**config.mk**
```make
export PLATFORM = sky130hd
export DESIGN_NAME = ser_tx_scheduler
export DESIGN_NICKNAME = d
export VERILOG_FILES = /design/src/rtl/ser_link_pkg.sv /design/src/rtl/ser_tx_scheduler_rr_arb2.sv /design/src/rtl/ser_tx_scheduler.sv
export SDC_FILE = /design/constraint.sdc
export NUM_CORES = 1
export LEC_CHECK = 0
export BUFFER_PORTS_ARGS = -buffer_cell sky130_fd_sc_hd__buf_2
export CAP_MARGIN = 30
export CORE_MARGIN = 2
export CORE_UTILIZATION = 35
export DETAILED_ROUTE_END_ITERATION = 8
export GPL_ROUTABILITY_DRIVEN = 0
export HOLD_SLACK_MARGIN = 0.05
export SETUP_SLACK_MARGIN = 0.15
export SYNTH_ARGS = -nofsm -noshare
export SYNTH_HDL_FRONTEND = slang
export SYNTH_SLANG_ARGS = --single-unit
```
**constraint.sdc**
```tcl
create_clock -name div_8_clk -period 4.33 [get_ports div_8_clk]
set_input_delay 0.2165 -clock div_8_clk [delete_from_list [all_inputs] [get_ports div_8_clk]]
set_output_delay 0.2165 -clock div_8_clk [all_outputs]
set_load 0.01 [all_outputs]
```
**src/rtl/ser_link_pkg.sv**
```systemverilog
// Shared link definitions: scheduler FSM states and link-level defaults.
package ser_link_pkg;

    typedef enum logic [1:0] {
        IDLE  = 2'd0,
        LOAD  = 2'd1,
        SHIFT = 2'd2
    } link_state_t;

    localparam int          WORD_CYCLES_DEFAULT = 4;
    localparam int          SYNC_PERIOD_DEFAULT = 64;
    localparam logic [31:0] SYNC_WORD_DEFAULT   = 32'hBCBC_BCBC;

endpackage

```
**src/rtl/ser_tx_scheduler_rr_arb2.sv**
```systemverilog
// Two-way round-robin arbiter; the priority pointer flips on every accepted word.
module rr_arb2 (
    input  logic       clk,
    input  logic       srst,
    input  logic [1:0] req,
    input  logic       advance,
    output logic [1:0] grant
);

    logic       ptr_reg;
    logic [1:0] prio_hit;

    always_ff @(posedge clk) begin
        if (srst) begin
            ptr_reg <= 1'b0;
        end else if (advance) begin
            ptr_reg <= ~ptr_reg;
        end
    end

    // A requester wins outright when it holds priority, otherwise only if the other is silent.
    for (genvar gi = 0; gi < 2; gi++) begin : g_grant
        assign prio_hit[gi] = req[gi] && (ptr_reg == 1'(gi));
        assign grant[gi]    = prio_hit[gi] || (req[gi] && !(|prio_hit));
    end

endmodule

```
**src/rtl/ser_tx_scheduler.sv**
```systemverilog
// Schedules requester words and idle sync words onto the 32-to-8 converter,
// loading one word every WORD_CYCLES cycles with zero-bubble back-to-back traffic.
module ser_tx_scheduler
    import ser_link_pkg::*;
#(
    parameter int          WORD_CYCLES = WORD_CYCLES_DEFAULT,
    parameter int          SYNC_PERIOD = SYNC_PERIOD_DEFAULT,
    parameter logic [31:0] SYNC_WORD   = SYNC_WORD_DEFAULT
) (
    input  logic        div_8_clk,
    input  logic        rst,
    input  logic [1:0]  req_valid,
    input  logic [31:0] req_data0,
    input  logic [31:0] req_data1,
    output logic [1:0]  req_ready,
    output logic        tx_out,
    output logic [31:0] data_in,
    output logic        busy,
    output logic        grant_id,
    output logic        sync_active,
    output logic [15:0] word_cnt
);

    localparam int BEAT_W = (WORD_CYCLES > 1) ? $clog2(WORD_CYCLES) : 1;
    localparam int IDLE_W = (SYNC_PERIOD > 1) ? $clog2(SYNC_PERIOD) : 1;
    localparam logic [BEAT_W-1:0] LAST_BEAT  = BEAT_W'(WORD_CYCLES - 1);
    localparam logic [IDLE_W-1:0] IDLE_LIMIT = IDLE_W'(SYNC_PERIOD - 1);

    link_state_t        state_reg, state_next;
    logic [BEAT_W-1:0]  beat_reg;
    logic [IDLE_W-1:0]  idle_cnt_reg;
    logic [31:0]        data_reg;
    logic               grant_reg;
    logic               sync_reg;
    logic [15:0]        word_cnt_reg;

    logic [1:0]         arb_grant;
    logic               last_beat;
    logic               arb_window;
    logic               xfer;
    logic               sync_fire;

    assign last_beat  = (state_reg == SHIFT) && (beat_reg == LAST_BEAT);
    // Acceptance is allowed while idle and in the final beat, never during reset.
    assign arb_window = !rst && ((state_reg == IDLE) || last_beat);
    assign xfer       = |req_ready;
    assign sync_fire  = !rst && (state_reg == IDLE) && (idle_cnt_reg == IDLE_LIMIT)
                        && !(|req_valid);

    rr_arb2 u_arb (
        .clk     (div_8_clk),
        .srst    (rst),
        .req     (req_valid),
        .advance (xfer),
        .grant   (arb_grant)
    );

    always_ff @(posedge div_8_clk) begin
        if (rst) begin
            state_reg <= IDLE;
        end else begin
            state_reg <= state_next;
        end
    end

    always_comb begin
        state_next = state_reg;
        case (state_reg)
            IDLE:    state_next = (xfer || sync_fire) ? LOAD : IDLE;
            LOAD:    state_next = SHIFT;
            SHIFT:   if (last_beat) state_next = xfer ? LOAD : IDLE;
            default: state_next = IDLE;
        endcase
    end

    always_comb begin
        req_ready   = arb_window ? arb_grant : 2'b00;
        tx_out      = (state_reg == LOAD);
        busy        = (state_reg != IDLE);
        sync_active = sync_reg && (state_reg != IDLE);
    end

    always_ff @(posedge div_8_clk) begin
        if (rst) begin
            beat_reg     <= '0;
            idle_cnt_reg <= '0;
            data_reg     <= '0;
            grant_reg    <= 1'b0;
            sync_reg     <= 1'b0;
            word_cnt_reg <= '0;
        end else begin
            // Word register only moves on a new load, so requester data is ignored while busy.
            if (xfer) begin
                data_reg  <= arb_grant[1] ? req_data1 : req_data0;
                grant_reg <= arb_grant[1];
                sync_reg  <= 1'b0;
            end else if (sync_fire) begin
                data_reg  <= SYNC_WORD;
                grant_reg <= 1'b0;
                sync_reg  <= 1'b1;
            end

            case (state_reg)
                LOAD:    beat_reg <= BEAT_W'(1);
                SHIFT:   beat_reg <= last_beat ? '0 : beat_reg + BEAT_W'(1);
                default: beat_reg <= '0;
            endcase

            if (xfer || sync_fire) begin
                idle_cnt_reg <= '0;
            end else if (state_reg == IDLE) begin
                idle_cnt_reg <= idle_cnt_reg + IDLE_W'(1);
            end

            if ((state_reg == LOAD) && !sync_reg) begin
                word_cnt_reg <= word_cnt_reg + 16'd1;
            end
        end
    end

    assign data_in  = data_reg;
    assign grant_id = grant_reg;
    assign word_cnt = word_cnt_reg;

endmodule

```
### After elaboration in Yosys (flattened, before gate mapping)

Cells that the tools add are included.

| storage, ports and cells | value |
|---|---|
| register bits after elaboration | 61 |
| word-level logic and storage cells | 56 |
| output and inout bits | 54 |

| cells by class | value |
|---|---|
| bitwise logic cells | 1 |
| $add $sub $neg | 3 |
| eq/ne operators | 5 |
| reductions and logical operators | 27 |
| multiplexer cells | 12 |

Operators by type and width:

| kind | number |
|---|---|
| $mux W32 | 3 |
| $add A16 B1 Y16 const B | 1 |
| $logic_and A1 B1 Y1 | 11 |
| $reduce_or A2 Y1 | 4 |
| $add A6 B1 Y6 const B | 1 |
| $eq A6 B6 Y1 const B | 1 |
| $mux W2 | 3 |
| $pmux W2 S3 | 1 |
| $eq A2 B2 Y1 const B | 2 |
| $logic_not A1 Y1 | 4 |
| $logic_or A1 B1 Y1 | 4 |
| $mux W1 | 4 |
| $pmux W2 S2 | 1 |
| $reduce_bool A2 Y1 | 2 |
| $reduce_or A3 Y1 | 1 |
| $add A2 B1 Y2 const B | 1 |
| $eq A2 B1 Y1 const B | 1 |
| $logic_not A2 Y1 | 1 |
| $ne A2 B2 Y1 const B | 1 |
| $not A1 Y1 | 1 |

### Longest topological paths before layout

Gate-level depths: netlist of run 1.

| logic depth | value |
|---|---|
| word-level depth | 11 |
| gate-level depth with buffers | 8 |
| gate-level depth less buffers | 6 |

### Cells and area by module

From an unflattened synthesis of run 1, not the netlist that was laid out.

| second synthesis, totals | value |
|---|---|
| cell total of the unflattened synthesis | 282 |
| area total of the unflattened synthesis | 2645.0 um^2 |

Modules (own cells, without submodules):

| module | area each (um^2) | times used | cells each | sequential area each (um^2) |
|---|---|---|---|---|
| ser_tx_scheduler | 2593.7 | 1 | 276 | 1201.2 |
| rr_arb2 | 51.3 | 1 | 6 | 20.0 |

### Worst setup path before layout of run 1

No wires, ideal clock.

| timing path | value |
|---|---|
| path kind | register to register |
| start point | register state_reg[0] |
| end point | register data_reg[14], in the netlist data_in[14] |
| stages on the path, launching flop included | 9 |
| path slack | 2549 ps |
| clock period less this slack | 1781 ps |
| path buffers | 3 |
| arrival time | 1655 ps |
| path through | dfxtp_1 inv_1 ha_1 buf_2 a21oi_1 or2_2 clkbuf_1 clkbuf_1 o2bb2ai_1 |

| on the way | value |
|---|---|
| longest elaborated chain between the ends | 7 |
| elaborated cells on any way between the ends | 12 |

Ends and longest elaborated chain:

| what | RTL line | source |
|---|---|---|
| start, declared | ser_tx_scheduler.sv:29 | `link_state_t state_reg, state_next;` |
| start signal, assigned | ser_tx_scheduler.sv:62 | `state_reg <= state_next;` |
| $eq A2 B2 Y1 | ser_tx_scheduler.sv:43 | `assign last_beat = (state_reg == SHIFT) && (beat_reg == LAST_BEAT);` |
| $logic_and A1 B1 Y1 | ser_tx_scheduler.sv:43 |  |
| $logic_or A1 B1 Y1 | ser_tx_scheduler.sv:45 | `assign arb_window = !rst && ((state_reg == IDLE) \|\| last_beat);` |
| $logic_and A1 B1 Y1 | ser_tx_scheduler.sv:45 |  |
| $mux W2 | ser_tx_scheduler.sv:77 | `req_ready = arb_window ? arb_grant : 2'b00;` |
| $reduce_or A2 Y1 | ser_tx_scheduler.sv:46 | `assign xfer = \|req_ready;` |
| $mux W32 or $reduce_bool A2 Y1 (tied branches) | - |  |
| end signal, assigned | ser_tx_scheduler.sv:94 | `data_reg <= arb_grant[1] ? req_data1 : req_data0;` |
| end, declared | ser_tx_scheduler.sv:32 | `logic [31:0] data_reg;` |

Parallel ways exist; a longest one is shown, timed or not.
A chain may end at the register's enable or synchronous reset.

### Final worst setup path of run 1

| timing path | value |
|---|---|
| start point | register state_reg[0] |
| end point | register data_reg[30], in the netlist data_in[30] |

The elaborated chain is that of the path after synthesis.

==> flow_metrics.py, run 1 <==
metrics = {
    "status": {
        "status": "finished, final reports clean",
    },
    "logic_synthesis": {
        "syn-cell-area_um2": 2849,
        "synth_fp_nets": 386,
        "synth_area_leaders": "dfxtp_1 43%, a211oi_1 11%, nor2_1 6.1%, o21bai_1 5.5%, mux2i_1 5.3%",
        "yosys.area_share.simple_pct": 15.99,
        "avgSynthCellArea_um2": 9.161,
        "synth-seq-cells": 61,
        "synth_ff_type": "dfxtp_1",
        "synth_area_leader_cell": "dfxtp_1",
        "synthMuxAreaShare_pct": 5.270,
        "yosysWarnings": 0,
        "synth_compound_area_share_pct": 23.58,
        "yosysMostFrequentCell": "dfxtp_1",
        "synthCells": 311,
        "ys_seq_area_share_pct": 42.86,
        "synth_top_family_by_area": "compound AO/OA/AOI/OAI gates",
        "synth_cell_type_count": 41,
        "synth_top_cell_area_share_pct": 42.86,
        "synth_async_sr_flop_share_pct": 0,
        "synthAdderAreaFrac_pct": 3.074,
        "synth_common_cells": "61 x dfxtp_1, 46 x nor2_1, 40 x a211oi_1",
        "synth_xor_area_share_pct": 4.919,
        "synth_edf_count": 0,
    },
    "power": {
        "vdd_ir_drop_max_mv": 0.1553,
        "power.density_nw_per_um2": 356.7,
        "leakage_nw": 1.662,
    },
    "cts": {
        "cts_setup_buffers": 0,
        "clock_sinks": 61,
        "cts_tree": "done",
        "path_clk_slew_ns": 0.06,
        "cts-root-buf": "clkbuf_8",
        "cts_buffers": 9,
        "clock_latency_ns": 0.32,
        "htreeDepth": 3,
        "cts.repair.resized": 0,
        "cts_hold_buf": 0,
        "cts_buffer_depth": 2,
    },
    "critical_path": {
        "rr_worst_depth": 6,
        "critPathKind": "reg -> reg",
        "ff2ff_setup_slack_ns": 2.00,
        "worst-path-max-fanout": 13,
        "rr_startpoint": "state_reg[0]",
        "worstPathRequired_ns": 4.59,
        "r2r-end": "data_in[30]",
        "arrival_ns": 2.60,
        "end_kind": "flop",
        "worstSetupStartpointType": "flop",
    },
    "final_layout": {
        "seqCellArea_um2": 1221,
        "multi_input_area_um2": 1520,
        "n_antenna_cell": 0,
        "largest_register_ffs": 32,
        "final_nets": 498,
        "syn2layout_area_growth_pct": 30.57,
        "layout-drive-gt1-share_pct": 33.80,
        "utilization_pct": 47.64,
        "fill_cells": 801,
    },
    "die": {
        "ios": 122,
        "die-height_um": 94.22,
        "die_w_um": 94.22,
        "core_area_um2": 7807,
        "rows": 32,
        "start_util_pct": 36.49,
        "die-area_um2": 8877,
    },
    "route": {
        "drt-initial-drc-count": 117,
        "avgViaCountPerCell": 4.920,
        "vias": 2598,
        "dr.pass1.iters": 4,
        "antenna_left": 0,
        "routed_wl_um": 7230,
        "drc": 0,
        "wl_per_cell_um": 13.69,
    },
    "sta": {
        "finalSetupViolCount": 0,
        "timing.setup.tns_ns": 0,
        "skew_ns": 0.007199,
        "period_minus_slack_ns": 2.334,
        "rsz0062_at_grt": "false",
        "fmaxAchievable_mhz": 428.5,
        "finalHoldViolations": 0,
        "slew_viol_final": 0,
        "post-route-period-util_pct": 53.89,
        "tightest_slew_ns": 0.8957,
        "relSlewSlack_pct": 40.29,
        "finalWorstSetupSlack_ns": 1.996,
    },
    "placed_design": {
        "place_ws_ns": 1.966,
        "port_buffers": 121,
        "dpl.hpwl_um": 5148,
    },
    "run": {
        "drv_cap": 0,
    },
    "grt": {
        "grt_pass1_vias": 2423,
        "use_met3_pct": 2.889,
        "gr-usage-met2_pct": 25.71,
        "track_usage_pct": 16.50,
        "grt-ovfl-total": 0,
        "grtUsageMet1_pct": 22.60,
        "grt_pass1_wl_um": 11560,
        "grt_start_max_net_pins": 49,
        "busiest_layer": "met2",
        "antenna_found_initial": 0,
    },
    "worst_hold_path": {
        "min_to": "data_in[16]",
        "min-delay-start": "req_data1[16]",
        "hold_depth": 3,
        "hp-class": "in -> reg",
    },
}
-- worst max-delay path, stage by stage, from the launching register on --
cell and delay (ns):
dfxtp_1 0.38, inv_1 0.08, ha_1 0.31, a21oi_1 0.35, o22ai_1 0.20, nor2_1 0.70
a22o_1 0.26
-- layer usage --
metal	vias to the layer above	share of wire, %
li1	1348	-
met1	1186	47
met2	60	48
met3	4	3.9
met4	0	0.89
met5	-	0
-- worst max path at each step --
| stage | startpoint | to | slack (ns) | cells past startpoint |
|---|---|---|---|---|
| global placement | rst | data_in[30] | 2.03 | 5 |
| finish | state_reg[0] | data_in[30] | 2.00 | 6 |
| global route | state_reg[0] | data_in[30] | 1.72 | 6 |
| CTS | u_arb.ptr_reg | req_ready[1] | 1.78 | 3 |
| floorplan | state_reg[0] | data_in[14] | 2.55 | 8 |
| detailed placement | rst | data_in[30] | 1.97 | 5 |
-- kinds of logic after synthesis --
logic type	count (synthesis)
and+or+nand+nor	90
DFF	61
xor gates and xnor gates	16
buffers and inverters	31
muxes	15
adders and majority gates	7
AOI/OAI and AO/OA	91
-- stage by stage --
| step | std cells | area, um^2 | hold slack [ns] | power, mW |
|---|---|---|---|---|
| final | 528 | 3720 | 0.1779 | 1.327 |
| after global routing | 528 | 3720 | 0.1641 | 1.404 |
| after CTS | 527 | 3700 | 0.1558 | 1.344 |
| after detailed placement | 513 | 3520 | 0.4470 | 0.8657 |
| after global placement | 513 | 3520 | 0.4426 | 0.8636 |
| after floorplan | 311 | 2849 | 0.4065 | 0.7707 |
-- where the power goes --
group | switching, mW | total (mW) | internal [mW]
Clock | 0.198 | 0.473 | 0.275
Sequential | 0.0295 | 0.629 | 0.600
Combinational | 0.121 | 0.225 | 0.104
Total | 0.348 | 1.33 | 0.979
-- layout make-up --
| class | instances | area share [%] |
|---|---|---|
| Inverter | 8 | 0.8073 |
| Multi-Input combinational cell | 219 | 40.87 |
| Timing Repair Buffer | 124 | 17.22 |
| Tap cell | 102 | 3.431 |
| Clock buffer | 12 | 3.902 |
| Sequential cell | 61 | 32.83 |
| Clock inverter | 2 | 0.9418 |
-- placed cells by master (no fill, tap or decap), types with 2 or more instances in the layout --
cell type | netlist | routed
buf_2 | 5 | 121
dfxtp_1 | 61 | 61
nor2_1 | 46 | 46
a211oi_1 | 40 | 40
o21bai_1 | 21 | 21
mux2i_1 | 15 | 15
o2bb2ai_1 | 11 | 11
clkbuf_8 | 0 | 10
xnor2_1 | 9 | 9
inv_1 | 8 | 8
a21oi_1 | 8 | 8
nand2_1 | 8 | 8
xor2_1 | 7 | 7
ha_1 | 7 | 7
nor3_1 | 5 | 5
nand4_1 | 5 | 5
nand3_1 | 4 | 4
nor2b_1 | 3 | 3
o21ai_0 | 3 | 3
or2_2 | 2 | 2
o31ai_1 | 2 | 2
or4_1 | 2 | 2
nor4_1 | 2 | 2
or3_2 | 2 | 2
or3_1 | 2 | 2
clkbuf_1 | 17 | 2
buf_4 | 0 | 2
(Power assumes the default switching activity.)
==> inputs of run 2 (changes only) <==
clock period = 2.4 ns   (was 4.33 ns; I/O delays follow)
==> run 2 against run 1 <==
  * Count of clock-buffer cells in the layout fell by 2
  * Final cell count rose by 2.1%
  * Sequential power grew 78%
  * Clock skew grew 0.0019 ns
  * Flip-flop and latch count unchanged
  * Clock power up 95%
  * Critical endpoint is now req_ready[0]
  * Global-route usage up 0.82 points
  * Largest power group unchanged
  * Critical path depth stayed put
  * Hold slack worse by 0.11 ns
==> flow_metrics.py, run 2 (synthesized netlist as in run 1, its figures left out) <==
metrics = {
    "worst_hold_path": {
        "min-delay-start": "req_data1[25]",
        "hold_depth": 3,
        "hp-class": "in -> reg",
        "min_to": "data_in[25]",
    },
    "sta": {
        "slew_viol_final": 0,
        "relSlewSlack_pct": 67.26,
        "period_minus_slack_ns": 2.026,
        "finalHoldViolations": 0,
        "hold_ws_ns": 0.06348,
        "finalWorstSetupSlack_ns": 0.3744,
        "post-route-period-util_pct": 84.40,
        "tightest_slew_ns": 0.4911,
        "finalSetupViolCount": 0,
        "timing.setup.tns_ns": 0,
        "skew_ns": 0.009077,
        "fmaxAchievable_mhz": 493.7,
        "rsz0062_at_grt": "false",
    },
    "die": {
        "rows": 32,
        "die-height_um": 94.22,
        "die-area_um2": 8877,
        "die_w_um": 94.22,
        "core_area_um2": 7807,
        "start_util_pct": 36.49,
        "ios": 122,
    },
    "placed_design": {
        "port_buffers": 121,
        "dpl.hpwl_um": 5364,
        "place_ws_ns": 0.4110,
        "placed_area_um2": 3557,
    },
    "power": {
        "p_seq_share_pct": 45.3,
        "power.density_nw_per_um2": 648.4,
        "combPwrFrac_pct": 17.5,
        "p_int_mw": 1.783,
        "vdd_ir_drop_max_mv": 0.3296,
        "clkPwrFrac_pct": 37.2,
        "leakage_nw": 1.700,
        "p_sw_share_pct": 27.91,
        "p_sw_mw": 0.6902,
    },
    "route": {
        "antenna_left": 0,
        "wl_per_cell_um": 13.78,
        "drc": 0,
        "avgViaCountPerCell": 4.970,
        "routed_wl_um": 7425,
        "dr.pass1.iters": 4,
        "drt-initial-drc-count": 37,
        "vias": 2679,
    },
    "cts": {
        "cts-root-buf": "clkbuf_8",
        "htreeDepth": 3,
        "clock_latency_ns": 0.34,
        "cts_buffer_depth": 2,
        "cts_buffers": 9,
        "clock_sinks": 61,
        "path_clk_slew_ns": 0.07,
        "cts_tree": "done",
    },
    "grt": {
        "grt_start_max_net_pins": 31,
        "grt-ovfl-total": 0,
        "grt_pass1_wl_um": 11980,
        "antenna_found_initial": 0,
        "grt_pass1_vias": 2508,
        "track_usage_pct": 17.32,
    },
    "final_layout": {
        "n_antenna_cell": 0,
        "fill_cells": 794,
        "layout-drive-gt1-share_pct": 35.24,
        "syn2layout_area_growth_pct": 33.86,
        "layout_common_cells": "121 x buf_2, 61 x dfxtp_1, 45 x nor2_1, 40 x a211oi_1, 21 x o21bai_1",
        "final_common_cell": "buf_2",
        "final_nets": 507,
        "utilization_pct": 48.85,
        "stdcell_area_um2": 3814,
        "largest_register_ffs": 32,
    },
    "critical_path": {
        "ff2ff_setup_slack_ns": 0.38,
        "critPathKind": "reg -> out",
        "r2r-end": "data_in[23]",
        "end_kind": "output port",
        "arrival_ns": 1.91,
        "rr_startpoint": "state_reg[0]",
        "worstPathRequired_ns": 2.28,
        "rr_worst_depth": 7,
        "worstSetupStartpointType": "flop",
        "worst-path-max-fanout": 8,
    },
    "status": {
        "status": "finished, final reports clean",
    },
    "run": {
        "drv_cap": 0,
    },
}
-- run 2: cell count changes in the layout (fill, tap and decap cells not counted) --
cell | previous run | this run
a21oi_1 | 8 | 7
buf_12 | 1 | 0
clkinvlp_4 | 0 | 3
nor2_1 | 46 | 45
clkbuf_1 | 2 | 0
dlygate4sd3_1 | 0 | 5
nor2_2 | 0 | 1
clkinv_2 | 1 | 2
a21oi_2 | 0 | 1
buf_4 | 2 | 7
-- run 2: worst max-delay path by stage --
stage,slack [ns],to,start
3_5_place_dp,0.41,data_in[19],state_reg[0]
5_1_grt,0.18,data_in[11],state_reg[0]
4_1_cts,0.24,req_ready[0],state_reg[0]
6_report,0.37,req_ready[0],state_reg[0]
3_3_place_gp,0.52,word_cnt[13],state_reg[1]
2_1_floorplan,0.62,data_in[14],state_reg[0]
-- run 2: area by class of cell --
class | instances | area, um^2 | share of cell area (%)
clock buffers | 10 | 137.6 | 3.609
clock inverters | 6 | 62.56 | 1.640
inverters | 8 | 30.03 | 0.7874
multi-input cells | 219 | 1526 | 40.03
flip-flops and latches | 61 | 1221 | 32.02
well taps | 102 | 127.6 | 3.346
repair buffers | 133 | 708.2 | 18.57
-- run 2: layer usage --
metal | part of all wire (%) | global-route usage (%) | wire [um]
met5 | 0 | 0 | 0
met4 | 2.0 | 8.333 | 147
met3 | 4.3 | 3.852 | 318
met1 | 46 | 22.83 | 3430
met2 | 48 | 26.73 | 3528
-- run 2: critical path: stages, from the launching register on --
cell	delay (ns)
dfxtp_1	0.38
inv_1	0.08
ha_1	0.32
a21oi_2	0.31
nor2_2	0.15
and3_1	0.20
buf_2	0.14
-- run 2: power groups by stage --
stage / Sequential [mW] / Clock, mW / Combinational, mW
floorplan: 1.17 / 0 / 0.221
global placement: 1.14 / 0 / 0.421
detailed placement: 1.14 / 0 / 0.430
CTS: 1.12 / 0.946 / 0.437
global route: 1.13 / 1.01 / 0.480
finish: 1.12 / 0.920 / 0.432
-- run 2: timing repair --
item	CTS	global route
resized for setup	1	1
setup buffers	0	0
cloned	0	0
endpoints found under the setup margin	1	1
hold buffers	4	1
endpoints found under the hold margin	2	1
-- run 2: metrics by stage --
step	power, mW	cells
global route	2.622	539
finish	2.473	539
detailed placement	1.572	518
floorplan	1.390	311
global placement	1.565	518
CTS	2.505	538
